[src/rtl/mac_pkg.sv]
// Shared types and constants for the MAC ADC capture block.
// Feature macro ADC_THERM_BUBBLE_FIX_EN is consumed by therm2bin, not here.
package mac_pkg;

  typedef enum logic [3:0] {
    ST_IDLE    = 4'd0,
    ST_REQ     = 4'd1,
    ST_SETTLE  = 4'd2,
    ST_STROBE  = 4'd3,
    ST_WAIT    = 4'd4,
    ST_CAPTURE = 4'd5,
    ST_WR0     = 4'd6,
    ST_WR1     = 4'd7,
    ST_DONE    = 4'd8
  } state_t;

  localparam logic [1:0] STROBE_NONE = 2'b00;
  localparam logic [1:0] STROBE_LO   = 2'b01;
  localparam logic [1:0] STROBE_HI   = 2'b10;

  localparam logic [4:0] MAX_VECTORS = 5'd16;

  // Four 8-bit column fields per 32-bit output word, column 0 in the low byte.
  localparam int FIELD_W         = 8;
  localparam int FIELDS_PER_WORD = 4;

  function automatic logic [4:0] clamp_vectors(input logic [4:0] n);
    if ((n == 5'd0) || (n > MAX_VECTORS)) begin
      clamp_vectors = MAX_VECTORS;
    end else begin
      clamp_vectors = n;
    end
  endfunction

endpackage

[src/rtl/therm2bin.sv]
// 3-comparator thermometer code to 2-bit value converter.
// ADC_THERM_BUBBLE_FIX_EN selects bubble-tolerant decoding with an invalid-code flag.
module therm2bin (
  input  logic [2:0] code,
  output logic [1:0] value,
  output logic       invalid
);

`ifdef ADC_THERM_BUBBLE_FIX_EN
  // Bubbled codes are resolved to the highest set comparator.
  always_comb begin
    value   = 2'd0;
    invalid = 1'b0;
    case (code)
      3'b000:  begin value = 2'd0; invalid = 1'b0; end
      3'b001:  begin value = 2'd1; invalid = 1'b0; end
      3'b011:  begin value = 2'd2; invalid = 1'b0; end
      3'b111:  begin value = 2'd3; invalid = 1'b0; end
      3'b010:  begin value = 2'd2; invalid = 1'b1; end
      3'b100:  begin value = 2'd3; invalid = 1'b1; end
      3'b101:  begin value = 2'd3; invalid = 1'b1; end
      3'b110:  begin value = 2'd3; invalid = 1'b1; end
      default: begin value = 2'd0; invalid = 1'b0; end
    endcase
  end
`else
  // Plain popcount; code validity is not tracked.
  always_comb begin
    value   = {1'b0, code[0]} + {1'b0, code[1]} + {1'b0, code[2]};
    invalid = 1'b0;
  end
`endif

endmodule

[src/rtl/mac_adc_capture.sv]
// MAC job sequencer: wordline request, settle, ADC strobe, capture, per-column accumulate, 2-word writeback.
// Optional macro ADC_THERM_BUBBLE_FIX_EN enables bubble-tolerant decoding and therm_err.
module mac_adc_capture
  import mac_pkg::*;
#(
  parameter int SETTLE_CYCLES = 2,
  parameter int ADC_LATENCY   = 1,
  parameter int NUM_COLS      = 8,
  parameter int ACC_W         = 8
) (
  input  logic        clk,
  input  logic        rst,
  input  logic        start,
  input  logic        abort,
  input  logic [4:0]  num_vectors,
  input  logic        col_half,
  input  logic [5:0]  ob_base_addr,
  output logic        vec_req,
  input  logic        vec_ack,
  input  logic [15:0] ADC_OUT0,
  input  logic [15:0] ADC_OUT1,
  input  logic [15:0] ADC_OUT2,
  output logic [1:0]  clk_en_adc,
  output logic        ob_wr_en,
  output logic [5:0]  ob_addr,
  output logic [31:0] ob_data,
  output logic        busy,
  output logic        done,
  output logic        therm_err
);

  localparam int CNT_W = 8;

  state_t             state_r, state_nxt;
  logic [CNT_W-1:0]   cnt_r, cnt_nxt;
  logic [4:0]         rem_r, rem_nxt;
  logic               half_r, half_nxt;
  logic [5:0]         base_r, base_nxt;
  logic               err_r, err_nxt;
  logic [ACC_W-1:0]   acc_r [NUM_COLS];
  logic [ACC_W-1:0]   acc_nxt [NUM_COLS];
  logic [1:0]         val_s [NUM_COLS];
  logic [NUM_COLS-1:0] inv_s;

  logic               vec_req_nxt, wr_en_nxt, busy_nxt, done_nxt;
  logic [1:0]         clk_en_nxt;
  logic [5:0]         addr_nxt;
  logic [31:0]        data_nxt;

  for (genvar c = 0; c < NUM_COLS; c++) begin : g_col
    logic [2:0] code_s;
    assign code_s = half_r ? {ADC_OUT2[c+NUM_COLS], ADC_OUT1[c+NUM_COLS], ADC_OUT0[c+NUM_COLS]}
                           : {ADC_OUT2[c], ADC_OUT1[c], ADC_OUT0[c]};
    therm2bin u_therm2bin (.code(code_s), .value(val_s[c]), .invalid(inv_s[c]));
  end

  // Next-state, datapath and job-field update.
  always_comb begin
    state_nxt = state_r;
    cnt_nxt   = cnt_r;
    rem_nxt   = rem_r;
    half_nxt  = half_r;
    base_nxt  = base_r;
    err_nxt   = err_r;
    for (int c = 0; c < NUM_COLS; c++) acc_nxt[c] = acc_r[c];

    case (state_r)
      ST_IDLE: begin
        if (start) begin
          state_nxt = ST_REQ;
          half_nxt  = col_half;
          base_nxt  = ob_base_addr;
          rem_nxt   = clamp_vectors(num_vectors);
          err_nxt   = 1'b0;
          for (int c = 0; c < NUM_COLS; c++) acc_nxt[c] = {ACC_W{1'b0}};
        end else begin
          state_nxt = ST_IDLE;
        end
      end
      ST_REQ: begin
        if (abort) begin
          state_nxt = ST_IDLE;
        end else if (vec_ack) begin
          state_nxt = ST_SETTLE;
          cnt_nxt   = CNT_W'(SETTLE_CYCLES);
        end else begin
          state_nxt = ST_REQ;
        end
      end
      ST_SETTLE: begin
        if (abort) begin
          state_nxt = ST_IDLE;
        end else if (cnt_r <= {{(CNT_W-1){1'b0}}, 1'b1}) begin
          state_nxt = ST_STROBE;
        end else begin
          cnt_nxt = cnt_r - {{(CNT_W-1){1'b0}}, 1'b1};
        end
      end
      ST_STROBE: begin
        if (abort) begin
          state_nxt = ST_IDLE;
        end else begin
          state_nxt = ST_WAIT;
          cnt_nxt   = CNT_W'(ADC_LATENCY);
        end
      end
      ST_WAIT: begin
        if (abort) begin
          state_nxt = ST_IDLE;
        end else if (cnt_r <= {{(CNT_W-1){1'b0}}, 1'b1}) begin
          state_nxt = ST_CAPTURE;
        end else begin
          cnt_nxt = cnt_r - {{(CNT_W-1){1'b0}}, 1'b1};
        end
      end
      ST_CAPTURE: begin
        if (abort) begin
          state_nxt = ST_IDLE;
        end else begin
          for (int c = 0; c < NUM_COLS; c++) acc_nxt[c] = acc_r[c] + ACC_W'(val_s[c]);
          err_nxt   = err_r | (|inv_s);
          rem_nxt   = rem_r - 5'd1;
          state_nxt = (rem_r == 5'd1) ? ST_WR0 : ST_REQ;
        end
      end
      // Writeback is not abortable so the buffer never holds half a result.
      ST_WR0:  state_nxt = ST_WR1;
      ST_WR1:  state_nxt = ST_DONE;
      ST_DONE: state_nxt = ST_IDLE;
      default: state_nxt = ST_IDLE;
    endcase
  end

  // Output decode from the upcoming state so every output leaves a flop.
  always_comb begin
    vec_req_nxt = (state_nxt == ST_REQ);
    busy_nxt    = (state_nxt != ST_IDLE);
    done_nxt    = (state_nxt == ST_DONE);
    wr_en_nxt   = (state_nxt == ST_WR0) || (state_nxt == ST_WR1);
    clk_en_nxt  = STROBE_NONE;
    addr_nxt    = 6'd0;
    data_nxt    = 32'd0;
    if (state_nxt == ST_STROBE) begin
      clk_en_nxt = half_nxt ? STROBE_HI : STROBE_LO;
    end else begin
      clk_en_nxt = STROBE_NONE;
    end
    if (state_nxt == ST_WR0) begin
      addr_nxt = base_nxt;
      for (int f = 0; f < FIELDS_PER_WORD; f++)
        data_nxt[f*FIELD_W +: FIELD_W] = FIELD_W'(acc_nxt[f]);
    end else if (state_nxt == ST_WR1) begin
      addr_nxt = base_nxt + 6'd1;
      for (int f = 0; f < FIELDS_PER_WORD; f++)
        data_nxt[f*FIELD_W +: FIELD_W] = FIELD_W'(acc_nxt[f+FIELDS_PER_WORD]);
    end else begin
      addr_nxt = 6'd0;
      data_nxt = 32'd0;
    end
  end

  // State, job context and registered outputs.
  always_ff @(posedge clk or negedge rst) begin
    if (!rst) begin
      state_r    <= ST_IDLE;
      cnt_r      <= {CNT_W{1'b0}};
      rem_r      <= 5'd0;
      half_r     <= 1'b0;
      base_r     <= 6'd0;
      err_r      <= 1'b0;
      for (int c = 0; c < NUM_COLS; c++) acc_r[c] <= {ACC_W{1'b0}};
      vec_req    <= 1'b0;
      clk_en_adc <= 2'b00;
      ob_wr_en   <= 1'b0;
      ob_addr    <= 6'd0;
      ob_data    <= 32'd0;
      busy       <= 1'b0;
      done       <= 1'b0;
    end else begin
      state_r    <= state_nxt;
      cnt_r      <= cnt_nxt;
      rem_r      <= rem_nxt;
      half_r     <= half_nxt;
      base_r     <= base_nxt;
      err_r      <= err_nxt;
      for (int c = 0; c < NUM_COLS; c++) acc_r[c] <= acc_nxt[c];
      vec_req    <= vec_req_nxt;
      clk_en_adc <= clk_en_nxt;
      ob_wr_en   <= wr_en_nxt;
      ob_addr    <= addr_nxt;
      ob_data    <= data_nxt;
      busy       <= busy_nxt;
      done       <= done_nxt;
    end
  end

  assign therm_err = err_r;

endmodule
[config.mk]
export PLATFORM = sky130hd
export DESIGN_NAME = mac_adc_capture
export DESIGN_NICKNAME = d
export VERILOG_FILES = /design/src/rtl/mac_pkg.sv /design/src/rtl/therm2bin.sv /design/src/rtl/mac_adc_capture.sv
export SDC_FILE = /design/constraint.sdc
export NUM_CORES = 1
export LEC_CHECK = 0
export ABC_AREA = 1
export CAP_MARGIN = 0
export CORE_UTILIZATION = 55
export DETAILED_ROUTE_END_ITERATION = 10
export GPL_ROUTABILITY_DRIVEN = 0
export PLACE_DENSITY_LB_ADDON = 0.2
export SETUP_SLACK_MARGIN = 0.4
export SYNTH_ARGS = -nofsm -noshare
export SYNTH_HDL_FRONTEND = slang
export SYNTH_SLANG_ARGS = --single-unit
[constraint.sdc]
create_clock -name clk -period 4.2 [get_ports clk]
set_input_delay 0.84 -clock clk [delete_from_list [all_inputs] [get_ports clk]]
set_output_delay 0.84 -clock clk [all_outputs]
set_load 0.02 [all_outputs]
==> results.cfg, run 1 <==
[status]
outcome = finished clean

[logic_synthesis]
synth_cell_types = 37
syn_nets = 995
yosys_warnings = 0
synth_cells = 892
ys_ff_latch = 132
synth-seq-area-share_pct = 45.8
syn_area_sq_mm = 0.00721
syn_area_per_cell_sq_um = 8.09

[critical_path]
worstReg2RegEnd = ob_data[30]
crit_fanout = 15
r2r_cells = 14
start_kind = flip-flop
crit_arrival_ns = 3.53
cp.required_ns = 4.57
cp-end-kind = flip-flop
rrSetupSlack_ns = 1.04
r2r_start = half_r
crit_type = flip-flop to flip-flop

[power_and_ir_drop]
seqPwrFrac_pct = 33.0
intPower_mw = 2.95
p_sw_share_pct = 33.7
combPwrFrac_pct = 30.6
p_switching_mw = 1.50
pwr-share-clk_pct = 36.4
p_per_area_mw_per_mm2 = 488
cellLeakagePower_nw = 4.57
vdd_drop_max_v = 0.000237

[routing]
drt-total-wl_microns = 18000
vias_per_cell = 5.28
vias = 6275
drtAntennaViolNets = 0
drt_iter0_markers = 432
dr.pass1.iters = 5
wl_per_cell_microns = 15.1
drc_errors = 0

[sta]
rsz0062_at_grt = false
fin_setup_tns_ns = 0
finalHoldViolations = 0
final-max-slew-violation-count = 0
finClkSkew_ns = 0.00753
min_period_ns = 3.16
hold_ws_ns = 0.482
setup_viol = 0
fmax_mhz = 316
fin_crit_sh_pct = 75.3
fin_ws_ns = 1.04
max_slew_margin_pct = 47.5
tightest_slew_ns = 0.787

[global_route]
grt_pass1_wl_microns = 29000
grt_use_met3_pct = 5.71
grt_pass1_vias = 6031
grt.busiest_layer = met2
grt_max_degree = 86
grt.total_usage_pct = 28.5
grt_remaining_overflow = 0
grt_antenna_before_repair = 0
use_met1_pct = 39.4
grtUsageMet2_pct = 44.2

[die]
chipHeight_microns = 117
start_util_pct = 56.7
io_pins = 110
fp.dieW_microns = 117
die_area_sq_mm = 0.0136
rows = 41
coreArea_sq_mm = 0.0127

[final_layout]
num_antenna_cells = 0
fillers = 996
finalNetCount = 1106
area_growth_pct = 26.4
drive_gt1_share_pct = 5.91
fin_util_pct = 71.7

[clock_tree]
holdBufCountCts = 0
cts_sinks = 132
cts_setup_buffers = 0
ctsLongestPathBuffers = 2
insertion_delay_ns = 0.43
cts_root_buf = clkbuf_16
clkTransAtPathRegs_ns = 0.06
cts_made_buffers = 17
htreeDepth = 4
cts_tree = built
cts_resized = 0

[placement]
port_buffers = 108
pre_cts_ws_ns = 0.637
dp_hpwl_microns = 12300

[worst_hold_path]
min_path_type = primary input to asynchronous set/reset pin

[run]
cap_violations = 0
-- layout make-up --
type,count,area [sq um],share of cell area [%]
clock inverter,8,145,1.59
inverter,112,420,4.61
clock buffer,24,502,5.50
sequential,132,3300,36.2
tap,172,215,2.36
multi-input combinational,620,3360,36.9
timing repair buffer,120,1170,12.9
-- critical path, stage by stage, from the launching register on --
cell and delay, ns:
dfrtp_1 0.50, buf_4 0.28, mux2i_1 0.26, fa_1 0.45, inv_1 0.07, ha_1 0.19
inv_1 0.07, fa_1 0.37, nor2_1 0.15, nand3_1 0.18, o21ai_0 0.19, nand2_1 0.06
o22ai_1 0.18, nand2_1 0.07, nand2_1 0.07
-- synthesized netlist by cell type (all sizes together) --
library cell    n  area (sq um)
dfrtp         132          3300
fa             16           320
and3            1          6.26
conb            1          3.75
xor2            7          61.3
nor3            9          55.1
mux2i          17           170
or4             1          7.51
inv           112           420
o21ai          67           335
a21oi          21           105
o211ai          1          7.51
o21a            1          7.51
nor2           57           224
a22o           13           114
ha             22           275
nand3          52           265
xnor2           6          52.6
buf            18          96.3
o22ai          21           131
and2            4          25.0
nand4          11          75.1
or2             3          18.8
nand2         288          1090
a31oi           1          6.26
clkbuf         10          37.5
-- kinds of logic after synthesis --
family	after synthesis	share of synthesized area, %
adders and majority gates	38	8.26
muxes	17	2.36
other	1	0.0520
and+or+nand+nor	426	24.5
AOI/OAI and AO/OA	125	9.80
DFF	132	45.8
buffers and inverters	140	7.68
xor gates and xnor gates	13	1.58
-- stage by stage --
step	area [sq um]	std cells	power, mW
floorplan	7210	892	2.43
global placement	8470	1156	2.80
detailed placement	8470	1156	2.84
CTS	9120	1188	4.46
global route	9120	1188	4.73
finish	9120	1188	4.45
-- how the worst max path moves through the flow --
stage	from	end	slack, ns
2_1_floorplan	half_r	ob_data[6]	1.11
3_3_place_gp	ADC_OUT0[12]	ob_data[6]	0.74
3_5_place_dp	ADC_OUT0[14]	ob_data[22]	0.64
4_1_cts	half_r	ob_data[30]	1.04
5_1_grt	half_r	ob_data[22]	0.78
6_report	half_r	ob_data[30]	1.04
-- power groups by stage --
stage          combinational [mW]  sequential (mW)  clock, mW
2_1_floorplan               0.948             1.48          0
3_3_place_gp                 1.31             1.49          0
3_5_place_dp                 1.35             1.49          0
4_1_cts                      1.37             1.47       1.62
5_1_grt                      1.56             1.49       1.68
6_report                     1.36             1.47       1.62
-- flip-flops by register name, indices dropped and copies added (netlist names), 2 cells and up --
| register | flops |
|---|---|
| ob_data | 32 |
| cnt_r | 8 |
| rem_r | 5 |
| clk_en_adc | 2 |
| state_r | 4 |
| ob_addr | 6 |
| base_r | 6 |
| acc_r | 64 |
-- cell usage in the layout (no fill, tap or decap), types with 17 or more instances in the layout --
cell             Yosys  routed
nor2_1              55      55
ha_1                22      22
nand3_1             51      51
inv_1              105     105
o22ai_1             21      21
dfrtp_1            132     132
a21oi_1             21      21
clkdlybuf4s50_1      0     107
o21ai_0             58      58
mux2i_1             17      17
clkbuf_16            0      17
nand2_1            285     285
-- routing by layer --
metal | vias up | wire (microns)
met5 | - | 0
met2 | 217 | 8060
met3 | 27 | 1380
met1 | 2951 | 8180
li1 | 3080 | -
met4 | 0 | 346
(Power assumes the default switching activity.)
==> inputs of run 2 (changes only) <==
--- a/config.mk
+++ b/config.mk
@@ -7,7 +7,7 @@
 export LEC_CHECK = 0
 export ABC_AREA = 1
 export CAP_MARGIN = 0
-export CORE_UTILIZATION = 55
+export CORE_UTILIZATION = 49
 export DETAILED_ROUTE_END_ITERATION = 10
 export GPL_ROUTABILITY_DRIVEN = 0
 export PLACE_DENSITY_LB_ADDON = 0.2
==> constraint.sdc (replaced) <==
create_clock -name clk -period 2.55 [get_ports clk]
set_input_delay 0.51 -clock clk [delete_from_list [all_inputs] [get_ports clk]]
set_output_delay 0.51 -clock clk [all_outputs]
set_load 0.02 [all_outputs]
==> run 2 against run 1 <==
- the run now ends with negative setup slack left
- setup slack worse by 1.3 ns
- wire length is 23% higher
- worst hold slack worse by 0.42 ns
- critical path type unchanged
- sequential power is 65% higher
- clock-buffer cell count is 2 lower
- fmax is 11% higher
- flip-flop and latch count stayed put
- design area is 19% higher
==> results.cfg, run 2 (same netlist as run 1, synthesis figures left out) <==
[clock_tree]
ctsLongestPathBuffers = 2
cts_made_buffers = 17
htreeDepth = 4
cts_sinks = 132
cts_tree = built
cts_root_buf = clkbuf_16
clkTransAtPathRegs_ns = 0.06
holdBufCountCts = 0
insertion_delay_ns = 0.43

[final_layout]
finalNetCount = 1176
drive_gt1_share_pct = 30.0
area_growth_pct = 50.3
most-common-layout-cells = nand2_1, dfrtp_1, clkdlybuf4s50_1, inv_1, buf_4
largestRegisters = acc_r x64, ob_data x32, cnt_r x8
final_common_cell = nand2_1
stdcell_count = 1265
seq_area_sq_mm = 0.00330
largest_reg_flops = 64
final_area_sq_mm = 0.0108
fillers = 898
num_antenna_cells = 0
top_register = acc_r
multi_input_area_sq_mm = 0.00447

[routing]
dr.pass1.iters = 5
drc_errors = 0
drtAntennaViolNets = 0
drt-total-wl_microns = 22200
drt_iter0_markers = 419
vias = 6952
wl_per_cell_microns = 17.5
vias_per_cell = 5.50

[die]
fp.dieW_microns = 123
chipHeight_microns = 123
rows = 43
coreArea_sq_mm = 0.0141
die_area_sq_mm = 0.0152
io_pins = 110
start_util_pct = 51.2

[global_route]
grt.total_usage_pct = 28.1
grt_pass1_wl_microns = 32100
grt_remaining_overflow = 0
grt_max_degree = 60
grt_antenna_before_repair = 0
grt_pass1_vias = 6548

[critical_path]
cp_cell_sequence = buf_12 > buf_6 > mux2i_4 > fa_1 > inv_1 > ha_2 > inv_2 > fa_2 > nor2_4 > nand3_4 > o21ai_1 > nand2_1 > o22ai_2 > nand2_1 > nand2_1
worst_path_most_repeated_cell = nand2_1
cp_slowest_cell = dfrtp_2
crit_type = flip-flop to flip-flop
cp.required_ns = 2.92
cp-end-kind = flip-flop
crit_arrival_ns = 3.21
crit_fanout = 8
cpPeakStageDelay_ns = 0.43
start_kind = flip-flop

[status]
violations = negative setup slack
outcome = finished, violations left

[sta]
fin_crit_sh_pct = 111
fin_setup_tns_ns = -7.12
finalHoldViolations = 0
rsz0062_at_grt = true
finClkSkew_ns = 0.00611
fmax_mhz = 352
tightest_slew_ns = 0.570
max_slew_margin_pct = 62.0
min_period_ns = 2.84
final-max-slew-violation-count = 0
setup_viol = 62
fin_ws_ns = -0.290

[run]
cap_violations = 0

[worst_hold_path]
min_path_type = primary input to asynchronous set/reset pin

[power_and_ir_drop]
p_per_area_mw_per_mm2 = 773
cellLeakagePower_nw = 5.04
vdd_drop_max_v = 0.000368
power_mw = 8.38

[placement]
dp_hpwl_microns = 13300
port_buffers = 108
dp.cells = 1200
dpl_cell_area_sq_mm = 0.00889
[run 2: changes by cell type in the layout (fill, tap and decap cells not counted), moves of 14 or more]
cell     delta
nand3_1    -22
mux2i_1    -14
o21ai_0    -32
o22ai_1    -15
nor2_4     +14
nand2_1    -43
buf_6      +20
o21ai_2    +22
nand2_2    +34
buf_4      +45
nor2_1     -17
[run 2: metrics by stage]
step	setup slack (ns)	utilization (%)	hold slack (ns)
after global placement	-0.484	63.1	0.491
after floorplan	-0.0418	-	0.214
after CTS	-0.208	72.0	0.0769
after detailed placement	-0.555	63.1	0.493
after global routing	-0.404	76.9	0.102
final	-0.290	76.9	0.0576
[run 2: final timing paths]
kind                           start     endpoint  slack (ns)  depth (start not counted)
max in group asynchronous        rst   ob_data[7]        1.81                          2
min in group clk           base_r[5]    base_r[5]        0.50                          2
setup / recovery              half_r  ob_data[22]       -0.29                         15
hold / removal                   rst  ob_data[24]        0.06                          1
setup reg to reg              half_r  ob_data[22]       -0.29                         15
hold reg to reg            base_r[5]    base_r[5]        0.50                          2
[run 2: where the power goes]
part	switching [mW]	internal, mW
logic	1.95	1.58
registers	0.139	2.29
clock network	0.900	1.53
[run 2: cell type report]
cell class / count / area share [%]
Clock inverter: 9 / 0.946
Timing Repair inverter: 1 / 0.0462
Multi-Input combinational cell: 620 / 41.3
Tap cell: 180 / 2.08
Clock buffer: 22 / 4.47
Inverter: 112 / 3.93
Timing Repair Buffer: 189 / 16.8
Sequential cell: 132 / 30.5
[run 2: routing by layer]
| layer | up-vias | track usage (%) | wire length, microns |
|---|---|---|---|
| li1 | 3233 | - | - |
| met1 | 3344 | 37.0 | 9090 |
| met2 | 300 | 45.6 | 10600 |
| met3 | 75 | 5.72 | 1660 |
| met4 | 0 | 10.5 | 858 |
| met5 | - | 0 | 0 |
[run 2: repair_timing]
action	in CTS	in global routing
gates resized for setup	140	134
setup buffers	15	17
cloned	2	0
pin swaps	57	65
setup endpoints to repair	87	93
[run 2: worst max-delay path: cells and delay by family, from the launching register on]
kind / cells / cell delay, ns
buffers and inverters: 4 / 0.42
adder cells (fa/ha/maj): 3 / 0.99
AO/OA/AOI/OAI: 2 / 0.28
multiplexers: 1 / 0.20
AND/OR/NAND/NOR: 5 / 0.47
flip-flops: 1 / 0.43
